$ cat src/rtl/hyperbus_pkg.sv
// Shared HyperBus types: live configuration, chip address rule and the
// chip-decode FSM state encoding.
package hyperbus_pkg;

  localparam int unsigned RuleAddrWidth = 32;
  localparam int unsigned RuleIdxWidth  = 32;

  // Chip address range; end_addr is exclusive.
  typedef struct packed {
    logic [RuleIdxWidth-1:0]  idx;
    logic [RuleAddrWidth-1:0] start_addr;
    logic [RuleAddrWidth-1:0] end_addr;
  } addr_rule_t;

  typedef struct packed {
    logic [4:0] t_latency_access;
    logic       en_latency_additional;
    logic [5:0] address_mask_msb;
    logic       address_space;
  } hyper_cfg_t;

  typedef enum logic [1:0] {
    StIdle,
    StIssue,
    StBusy,
    StErr
  } dec_state_e;

  // Mask with bits [msb:0] set and everything above cleared.
  function automatic logic [63:0] low_mask(input logic [5:0] msb);
    logic [63:0] m;
    m = '0;
    for (int i = 0; i < 64; i++) begin
      m[i] = (6'(i) <= msb);
    end
    return m;
  endfunction

endpackage

$ cat src/rtl/hyperbus_chip_match.sv
// Combinational range match of one address against all chip rules.
// Empty or inverted rules (start >= end) never hit; the lowest index wins.
module hyperbus_chip_match #(
  parameter int unsigned NumChips  = 2,
  parameter int unsigned AddrWidth = 32,
  parameter type         rule_t    = hyperbus_pkg::addr_rule_t,
  localparam int unsigned IdxWidth = (NumChips > 1) ? $clog2(NumChips) : 1
) (
  input  logic [AddrWidth-1:0] addr_i,
  input  rule_t                rules_i [NumChips],
  output logic                 hit_o,
  output logic [IdxWidth-1:0]  hit_idx_o
);

  // The idx field is carried for software bookkeeping only.
  logic [NumChips-1:0] unused_rule_idx;
  for (genvar g = 0; g < NumChips; g++) begin : gen_unused
    assign unused_rule_idx[g] = ^rules_i[g].idx;
  end

  // Scan downwards so the lowest matching index is the one left standing.
  always_comb begin
    logic [AddrWidth-1:0] lo;
    logic [AddrWidth-1:0] hi;
    hit_o     = 1'b0;
    hit_idx_o = '0;
    for (int i = NumChips - 1; i >= 0; i--) begin
      lo = AddrWidth'(rules_i[i].start_addr);
      hi = AddrWidth'(rules_i[i].end_addr);
      if ((lo < hi) && (addr_i >= lo) && (addr_i < hi)) begin
        hit_o     = 1'b1;
        hit_idx_o = IdxWidth'(i);
      end
    end
  end

endmodule

$ cat src/rtl/hyperbus_chip_decode.sv
// HyperBus chip-select decode: accepts an upstream request, maps it onto one
// chip range, and hands a chip-relative transfer downstream.
// Build option: HYPERBUS_DEC_ERR_EN -- when defined, unmapped addresses raise
// an error response; otherwise they fall through to chip 0 unmodified.
module hyperbus_chip_decode
  import hyperbus_pkg::*;
#(
  parameter int unsigned NumChips  = 2,
  parameter int unsigned AddrWidth = 32,
  parameter int unsigned LenWidth  = 16,
  parameter type         rule_t    = hyperbus_pkg::addr_rule_t,
  localparam int unsigned IdxWidth = (NumChips > 1) ? $clog2(NumChips) : 1
) (
  input  logic                 clk_i,
  input  logic                 rst_ni,
  input  hyper_cfg_t           cfg_i,
  input  rule_t                chip_rules_i [NumChips],
  // Upstream request
  input  logic                 req_valid_i,
  output logic                 req_ready_o,
  input  logic                 req_write_i,
  input  logic [AddrWidth-1:0] req_addr_i,
  input  logic [LenWidth-1:0]  req_len_i,
  // Downstream transfer
  output logic                 trans_valid_o,
  input  logic                 trans_ready_i,
  output logic                 trans_write_o,
  output logic [AddrWidth-1:0] trans_addr_o,
  output logic [LenWidth-1:0]  trans_len_o,
  output logic [NumChips-1:0]  trans_cs_o,
  input  logic                 trans_done_i,
  // Unmapped-address error response
  output logic                 err_valid_o,
  input  logic                 err_ready_i,
  output logic                 trans_active_o
);

  dec_state_e           state_q, state_d;
  logic                 active_q, active_d;
  logic [NumChips-1:0]  cs_q, cs_d;
  logic [AddrWidth-1:0] addr_q, addr_d;
  logic [LenWidth-1:0]  len_q, len_d;
  logic                 write_q, write_d;

  logic                 match_hit;
  logic [IdxWidth-1:0]  match_idx;
  logic [AddrWidth-1:0] addr_mask;
  logic [AddrWidth-1:0] hit_start;

  // Only the mask width matters here; timing fields belong to the PHY side.
  logic unused_cfg;
  assign unused_cfg = ^cfg_i;

  hyperbus_chip_match #(
    .NumChips  (NumChips),
    .AddrWidth (AddrWidth),
    .rule_t    (rule_t)
  ) u_match (
    .addr_i    (req_addr_i),
    .rules_i   (chip_rules_i),
    .hit_o     (match_hit),
    .hit_idx_o (match_idx)
  );

  assign addr_mask = AddrWidth'(low_mask(cfg_i.address_mask_msb));
  assign hit_start = AddrWidth'(chip_rules_i[match_idx].start_addr);

  // Next-state and transfer register capture.
  always_comb begin
    state_d = state_q;
    cs_d    = cs_q;
    addr_d  = addr_q;
    len_d   = len_q;
    write_d = write_q;
    unique case (state_q)
      StIdle: begin
        if (req_valid_i) begin
          len_d   = req_len_i;
          write_d = req_write_i;
          if (match_hit) begin
            state_d = StIssue;
            cs_d    = NumChips'(1) << match_idx;
            addr_d  = (req_addr_i - hit_start) & addr_mask;
          end else begin
`ifdef HYPERBUS_DEC_ERR_EN
            state_d = StErr;
            cs_d    = '0;
`else
            // Unmapped: fall through to chip 0 without offset subtraction.
            state_d = StIssue;
            cs_d    = NumChips'(1);
            addr_d  = req_addr_i & addr_mask;
`endif
          end
        end
      end
      StIssue: begin
        if (trans_ready_i) state_d = StBusy;
      end
      StBusy: begin
        if (trans_done_i) begin
          state_d = StIdle;
          cs_d    = '0;
        end
      end
      StErr: begin
        if (err_ready_i) state_d = StIdle;
      end
      default: state_d = StIdle;
    endcase
    active_d = (state_d == StIssue) || (state_d == StBusy);
  end

  // State and transfer registers; reset drops any in-flight transfer.
  always_ff @(posedge clk_i or negedge rst_ni) begin
    if (!rst_ni) begin
      state_q  <= StIdle;
      active_q <= 1'b0;
      cs_q     <= '0;
      addr_q   <= '0;
      len_q    <= '0;
      write_q  <= 1'b0;
    end else begin
      state_q  <= state_d;
      active_q <= active_d;
      cs_q     <= cs_d;
      addr_q   <= addr_d;
      len_q    <= len_d;
      write_q  <= write_d;
    end
  end

  assign req_ready_o    = (state_q == StIdle);
  assign trans_valid_o  = (state_q == StIssue);
  assign trans_active_o = active_q;
  assign trans_cs_o     = cs_q & {NumChips{active_q}};
  assign trans_addr_o   = addr_q;
  assign trans_len_o    = len_q;
  assign trans_write_o  = write_q;

`ifdef HYPERBUS_DEC_ERR_EN
  assign err_valid_o = (state_q == StErr);
`else
  assign err_valid_o = 1'b0;
`endif

endmodule

$ cat config.mk
export PLATFORM = sky130hd
export DESIGN_NAME = hyperbus_chip_decode
export DESIGN_NICKNAME = d
export VERILOG_FILES = /design/src/rtl/hyperbus_pkg.sv /design/src/rtl/hyperbus_chip_match.sv /design/src/rtl/hyperbus_chip_decode.sv
export SDC_FILE = /design/constraint.sdc
export NUM_CORES = 1
export LEC_CHECK = 0
export CORE_MARGIN = 2
export CORE_UTILIZATION = 43
export CTS_BUF_LIST = sky130_fd_sc_hd__clkbuf_8
export DETAILED_ROUTE_END_ITERATION = 6
export GPL_TIMING_DRIVEN = 0
export PLACE_DENSITY = 0.77
export SETUP_SLACK_MARGIN = 0.5
export SLEW_MARGIN = 25
export SYNTH_ARGS = -nofsm -noshare
export SYNTH_HDL_FRONTEND = slang
export SYNTH_SLANG_ARGS = --single-unit
$ cat constraint.sdc
create_clock -name clk_i -period 4.05 [get_ports clk_i]
set_input_delay 1.0125 -clock clk_i [delete_from_list [all_inputs] [get_ports clk_i]]
set_output_delay 1.0125 -clock clk_i [all_outputs]
set_load 0.02 [all_outputs]
==> results of run 1 <==
flip-flops by register name (all words and copies together) (netlist names):
signal	flops
trans_len_o	16
trans_addr_o	32
cs_q	2
trans_write_o	1
trans_active_o	1
state_q	2
worst max-delay path: cells and delay by family:
kind	cells	cell delay, ns
AOI/OAI and AO/OA	10	2.44
buffers and inverters	5	0.77
adders and majority gates	2	0.72
and+or+nand+nor	8	1.45
layout by cell type (no fill, tap or decap), drive strengths merged, types with 30 or more instances in the layout:
cell type	instances
inv	152
nand4	30
a21oi	139
nor2	93
dfrtp	54
a21o	33
dlygate4sd2	44
clkbuf	70
ha	219
o21ai	76
buf	145
nand2	155
clkdlybuf4s50	104
repair_timing:
item                       4_1_cts  5_1_grt
resized for setup              603      228
setup buffers                   69       17
pin swaps                      151      138
cloned                           3        0
hold buffers                     0        0
setup endpoints to repair       34       34
power groups by stage:
| stage | clock network (uW) | registers [uW] | logic, uW |
|---|---|---|---|
| detailed placement | 0 | 955 | 2740 |
| CTS | 298 | 943 | 3060 |
| finish | 300 | 952 | 3420 |
| floorplan | 0 | 1210 | 1290 |
| global route | 320 | 972 | 3660 |
| global placement | 0 | 950 | 2680 |
per-stage QoR:
stage               utilization  hold WS (ns)  instances
floorplan                     -         0.448       1238
global placement          0.577         0.458       1755
detailed placement        0.578         0.460       1756
CTS                       0.664         0.484       1835
global route              0.701         0.470       1852
finish                    0.701         0.479       1852
how the worst max path moves through the flow:
stage / endpoint / start / slack, ns
6_report: trans_addr_o[31] / chip_rules_i[137] / -2.11
5_1_grt: trans_addr_o[31] / chip_rules_i[134] / -2.28
4_1_cts: trans_addr_o[31] / chip_rules_i[43] / -1.82
3_3_place_gp: trans_addr_o[31] / req_addr_i[27] / -3.58
3_5_place_dp: trans_addr_o[31] / req_addr_i[25] / -3.59
2_1_floorplan: trans_addr_o[31] / chip_rules_i[39] / -1.72
final cells by class:
type | count | share of cell area
Inverter | 151 | 0.0404
Sequential cell | 54 | 0.0922
Tap cell | 275 | 0.0235
Clock buffer | 5 | 0.00470
Buffer | 38 | 0.0204
Timing Repair Buffer | 332 | 0.195
Clock inverter | 2 | 0.000769
Multi-Input combinational cell | 995 | 0.623
layer usage:
layer | routed length, um | global-route usage
met5 | 0 | 0
met4 | 2370 | 0.151
met3 | 3010 | 0.0466
met2 | 18200 | 0.543
met1 | 14400 | 0.359
logic make-up (layout without fill, tap and decap cells):
logic type,count (synthesis),count (layout),share of synthesized area
simple gates,386,386,0.194
compound gates,365,365,0.252
fa+ha+maj,220,220,0.303
buf+inv,189,528,0.0786
flops,54,54,0.148
xor+xnor,16,16,0.0154
mux,7,7,0.00783
other cells,1,1,0.000412
==> flow_summary_export.csv, run 1 <==
group,metric,value,unit
status,status,"complete, but fails checks",
status,violations,"setup timing",
min_path,hold_class,"in -> async",
pwr,power_leakage,0.00677,uW
yosys,synth_top_cell_area_share,0.301,
clock_network,clockRootBuffer,"clkbuf_8",
placed_design,hpwl,26100,um
pwr,p_int,2450,uW
setup_path,slowest_delay,0.50,ns
pwr,totalPowerFinal,4670,uW
timing,setup_viol,32,
timing,period_minus_slack,6.16,ns
yosys,syn_inst,1238,
clock_network,clkSinkCount,54,
placed_design,gp_congestion,0.963,
pwr,swShare,0.476,
grt,track_usage,0.306,
setup_path,worstRegToRegCells,7,
setup_path,critPathMaxFanout,7,
pwr,ir_worst_vdd,0.226,mV
setup_path,crit_arrival,6.40,ns
floorplanning,die_area,22400,um^2
pwr,pwr-share-seq,0.204,
pwr,switchingPower,2220,uW
timing,timing.final.max_slew_violations,0,
timing,finalHoldViolations,0,
setup_path,critPathRequiredTime,4.29,ns
grt,grt_pass1_vias,11000,
pwr,power_frac_clock,0.064,
route,ant_nets,0,
setup_path,critPathLaunchType,"primary input",
setup_path,r2r_slack,1.63,ns
layout,drive_gt1_frac,0.336,
timing,relSlewSlack,0.553,
yosys,yosysMostFrequentCell,"ha_1",
setup_path,critical_path_class,"in -> reg",
clock_network,clock_path_buffers,2,
timing,min_period_over_period,1.52,
grt,grt_max_degree,53,
floorplanning,fp.dieW,150,um
clock_network,cts_max_level,2,
timing,tightest_slew,0.671,ns
yosys,yosysTopAreaCell,"ha_1",
layout,multi_input_area,9120,um^2
setup_path,critPathSlowestCell,"or4_4",
yosys,seq_area_frac_synth,0.148,
grt,grt_first_pass_wirelength,54700,um
floorplanning,initial_core_util,0.436,
grt,antenna_found_initial,0,
yosys,synth_seq_cells,54,
yosys,yosys-top-cells-count,"219 x ha_1, 155 x nand2_1, 151 x inv_1",
layout,antennaDiodeCount,0,
timing,rsz0062_at_grt,"yes",
placed_design,post-place-ws,-3.59,ns
clock_network,tritoncts,"built",
run,cap_violations,0,
setup_path,r2r_start,"state_q[1]",
timing,fin_setup_tns,-53.25,ns
placed_design,detailed_place.area,12100,um^2
yosys,syn_area_per_cell,7.36,um^2
setup_path,r2r_end,"trans_addr_o[31]",
route,first_iter_violations,749,
yosys,yosysWarnings,0,
yosys,ys_async_sr_fraction,1.00,
setup_path,critPathCaptureType,"flop",
timing,layout_setup_ws,-2.11,ns
clock_network,clk_pin_slew,0.10,ns
pwr,combPwrFrac,0.732,
yosys,synth_edf_count,0,
yosys,synth_nets,1718,
route,via_count,11100,
layout,final_area,14600,um^2
route,wirelength,38000,um
pwr,powerDensity,319,nW/um^2
placed_design,io_buffers,242,
clock_network,cts_buffers,5,
clock_network,clk_latency,0.31,ns
timing,clock_skew,0.00849,ns
floorplanning,rows,53,
layout,nNetsFinal,2057,
route,routedWlPerCell,20.5,um
grt,grt.overflow.total,0,
floorplanning,dieHeight,150,um
layout,regArea,1350,um^2
floorplanning,io_pins,315,
route,route.detailed.drc,0,
floorplanning,coreArea,20900,um^2
yosys,synth_cell_types,68,
route,vias_per_cell,6.02,
yosys,synth_ff_type,"dfrtp_1",
timing,fmax,162,MHz
layout,areaGrowthSynthToFinish,60.8,%
layout,final.fill_count,1554,
yosys,syn_area,9110,um^2
yosys,synth_area_leaders,"ha_1 30%, dfrtp_1 15%, a21oi_1 7.6%, nand2_1 6.4%, inv_1 6.2%",
route,drt_first_pass_iters,5,
Note: power is estimated with default switching activity, not from simulation.
==> run 2: changes to the inputs <==
- SETUP_SLACK_MARGIN: 0.5 -> unset
==> run 2 against run 1 <==
The run ends with DRC, setup timing left; combinational power grew 4%; first-iteration DRC count grew 12%; clock power up 3%; worst setup slack worse by 0.011 ns; routed wire length grew 7.0%; global-route usage grew 0.72 points; register-to-register slack about the same; clock skew grew 0.0023 ns; worst hold slack improved by 0.0041 ns; cell count grew 0.27%; critical path type unchanged.
==> flow_summary_export.csv, run 2 (synthesis gave the netlist of run 1 again) <==
group,metric,value,unit
layout,drive_gt1_frac,0.385,
min_path,worstHoldStart,"trans_len_o[10]",
clock_network,cts_max_level,2,
setup_path,r2r_end,"trans_addr_o[7]",
layout,largest_reg_flops,32,
pwr,power_leakage,0.00686,uW
placed_design,detailed_place.area,12100,um^2
run,cap_violations,0,
layout,fin_cells,1857,
timing,timing.final.max_slew_violations,0,
grt,grt_max_degree,55,
setup_path,r2r_start,"state_q[1]",
timing,clock_skew,0.0108,ns
placed_design,gp_congestion,0.948,
floorplanning,initial_core_util,0.436,
route,wirelength,40600,um
setup_path,critPathCaptureType,"flop",
timing,layout_setup_ws,-2.12,ns
placed_design,io_buffers,242,
clock_network,clk_latency,0.31,ns
route,vias_per_cell,6.24,
pwr,powerDensity,316,nW/um^2
route,ant_nets,0,
timing,tightest_slew,0.715,ns
status,violations,"DRC, setup timing",
placed_design,post-place-ws,-3.57,ns
layout,final_common_cell,"nand2_1",
timing,rsz0062_at_grt,"yes",
grt,grt_pass1_vias,11300,
timing,relSlewSlack,0.524,
route,drt_first_pass_iters,7,
floorplanning,rows,53,
setup_path,crit_arrival,6.35,ns
setup_path,critPathBufInv,11,
grt,antenna_found_initial,0,
floorplanning,io_pins,315,
pwr,ir_worst_vdd,0.229,mV
min_path,hold_class,"reg -> reg",
placed_design,dp.cells,1756,
floorplanning,fp.dieW,150,um
setup_path,r2r_slack,1.63,ns
grt,track_usage,0.314,
setup_path,critPathMaxFanout,4,
setup_path,critPathLaunchType,"primary input",
route,route.detailed.drc,7,
setup_path,critPathSlowestCell,"clkdlybuf4s50_1",
clock_network,clkSinkCount,54,
setup_path,critical_path_class,"in -> reg",
layout,final_area,15200,um^2
clock_network,postCtsHoldBufs,0,
timing,period_minus_slack,6.17,ns
floorplanning,dieHeight,150,um
clock_network,clock_path_buffers,2,
setup_path,cp_top_family,"compound AO/OA/AOI/OAI gates",
layout,nNetsFinal,2059,
timing,fin_setup_tns,-50.51,ns
status,status,"complete, but fails checks",
grt,grt_first_pass_wirelength,56200,um
clock_network,cts_buffers,5,
route,via_count,11600,
min_path,whs_path_depth,2,
min_path,min_delay_worst_endpoint,"trans_len_o[10]",
floorplanning,coreArea,20900,um^2
floorplanning,die_area,22400,um^2
layout,areaGrowthSynthToFinish,67.4,%
grt,grt.overflow.total,0,
setup_path,critPathRequiredTime,4.23,ns
route,first_iter_violations,839,
layout,layout.cells.most_common_list,"144 x nand2_1, 108 x ha_4, 95 x ha_1, 95 x clkdlybuf4s50_1, 89 x a21oi_1",
placed_design,hpwl,26100,um
timing,fmax,162,MHz
timing,min_period_over_period,1.52,
layout,final_core_util,0.730,
clock_network,clk_pin_slew,0.10,ns
setup_path,worstRegToRegCells,7,
clock_network,tritoncts,"built",
timing,setup_viol,32,
setup_path,slowest_delay,0.47,ns
clock_network,clockRootBuffer,"clkbuf_8",
timing,finalHoldViolations,0,
route,routedWlPerCell,21.9,um
run 2: layout make-up:
cell class / count / area, um^2
buffer: 35 / 259
sequential: 54 / 1350
fill: 1453 / 5640
clock buffer: 5 / 68.8
antenna: 2 / 5.00
clock inverter: 3 / 17.5
timing repair buffer: 336 / 2970
tap: 275 / 344
multi-input combinational: 996 / 9640
inverter: 151 / 597
run 2: stage by stage:
stage / hold WS, ns / total power [uW]
floorplan: 0.448 / 2500
global route: 0.516 / 5090
global placement: 0.458 / 3630
detailed placement: 0.462 / 3700
CTS: 0.484 / 4350
finish: 0.483 / 4820
run 2: power breakdown:
group / switching [uW] / total (uW) / internal (uW) / leakage (uW)
Combinational: 1950 / 3550 / 1600 / 0.00614
Clock: 189 / 309 / 120 / 0.0000493
Sequential: 166 / 955 / 789 / 0.000677
Total: 2310 / 4820 / 2510 / 0.00686
run 2: worst max-delay path by stage:
stage / from / end / depth (start not counted)
floorplan: chip_rules_i[39] / trans_addr_o[31] / 24
global placement: req_addr_i[17] / trans_addr_o[31] / 22
detailed placement: req_addr_i[26] / trans_addr_o[31] / 22
CTS: chip_rules_i[43] / trans_addr_o[31] / 24
global route: chip_rules_i[28] / trans_addr_o[7] / 30
finish: chip_rules_i[9] / trans_addr_o[7] / 30
run 2: repair_timing:
| item | CTS | global route |
|---|---|---|
| cloned | 3 | 0 |
| buffers inserted | 59 | 33 |
| resized for setup | 683 | 280 |
| pin swaps | 176 | 111 |
| setup endpoints to repair | 34 | 32 |
run 2: layer usage:
metal | routed length (um) | global-route usage | vias to the layer above
met2 | 19400 | 0.559 | 776
met1 | 15200 | 0.371 | 5407
met4 | 2760 | 0.143 | 0
met3 | 3260 | 0.0451 | 239
li1 | - | - | 5160
met5 | 0 | 0 | -
run 2: tightest hold or removal path, cell delays in order, from the launching register on:
cell,delay (ns)
dfrtp_1,0.35
nand2_1,0.05
nand2_1,0.06
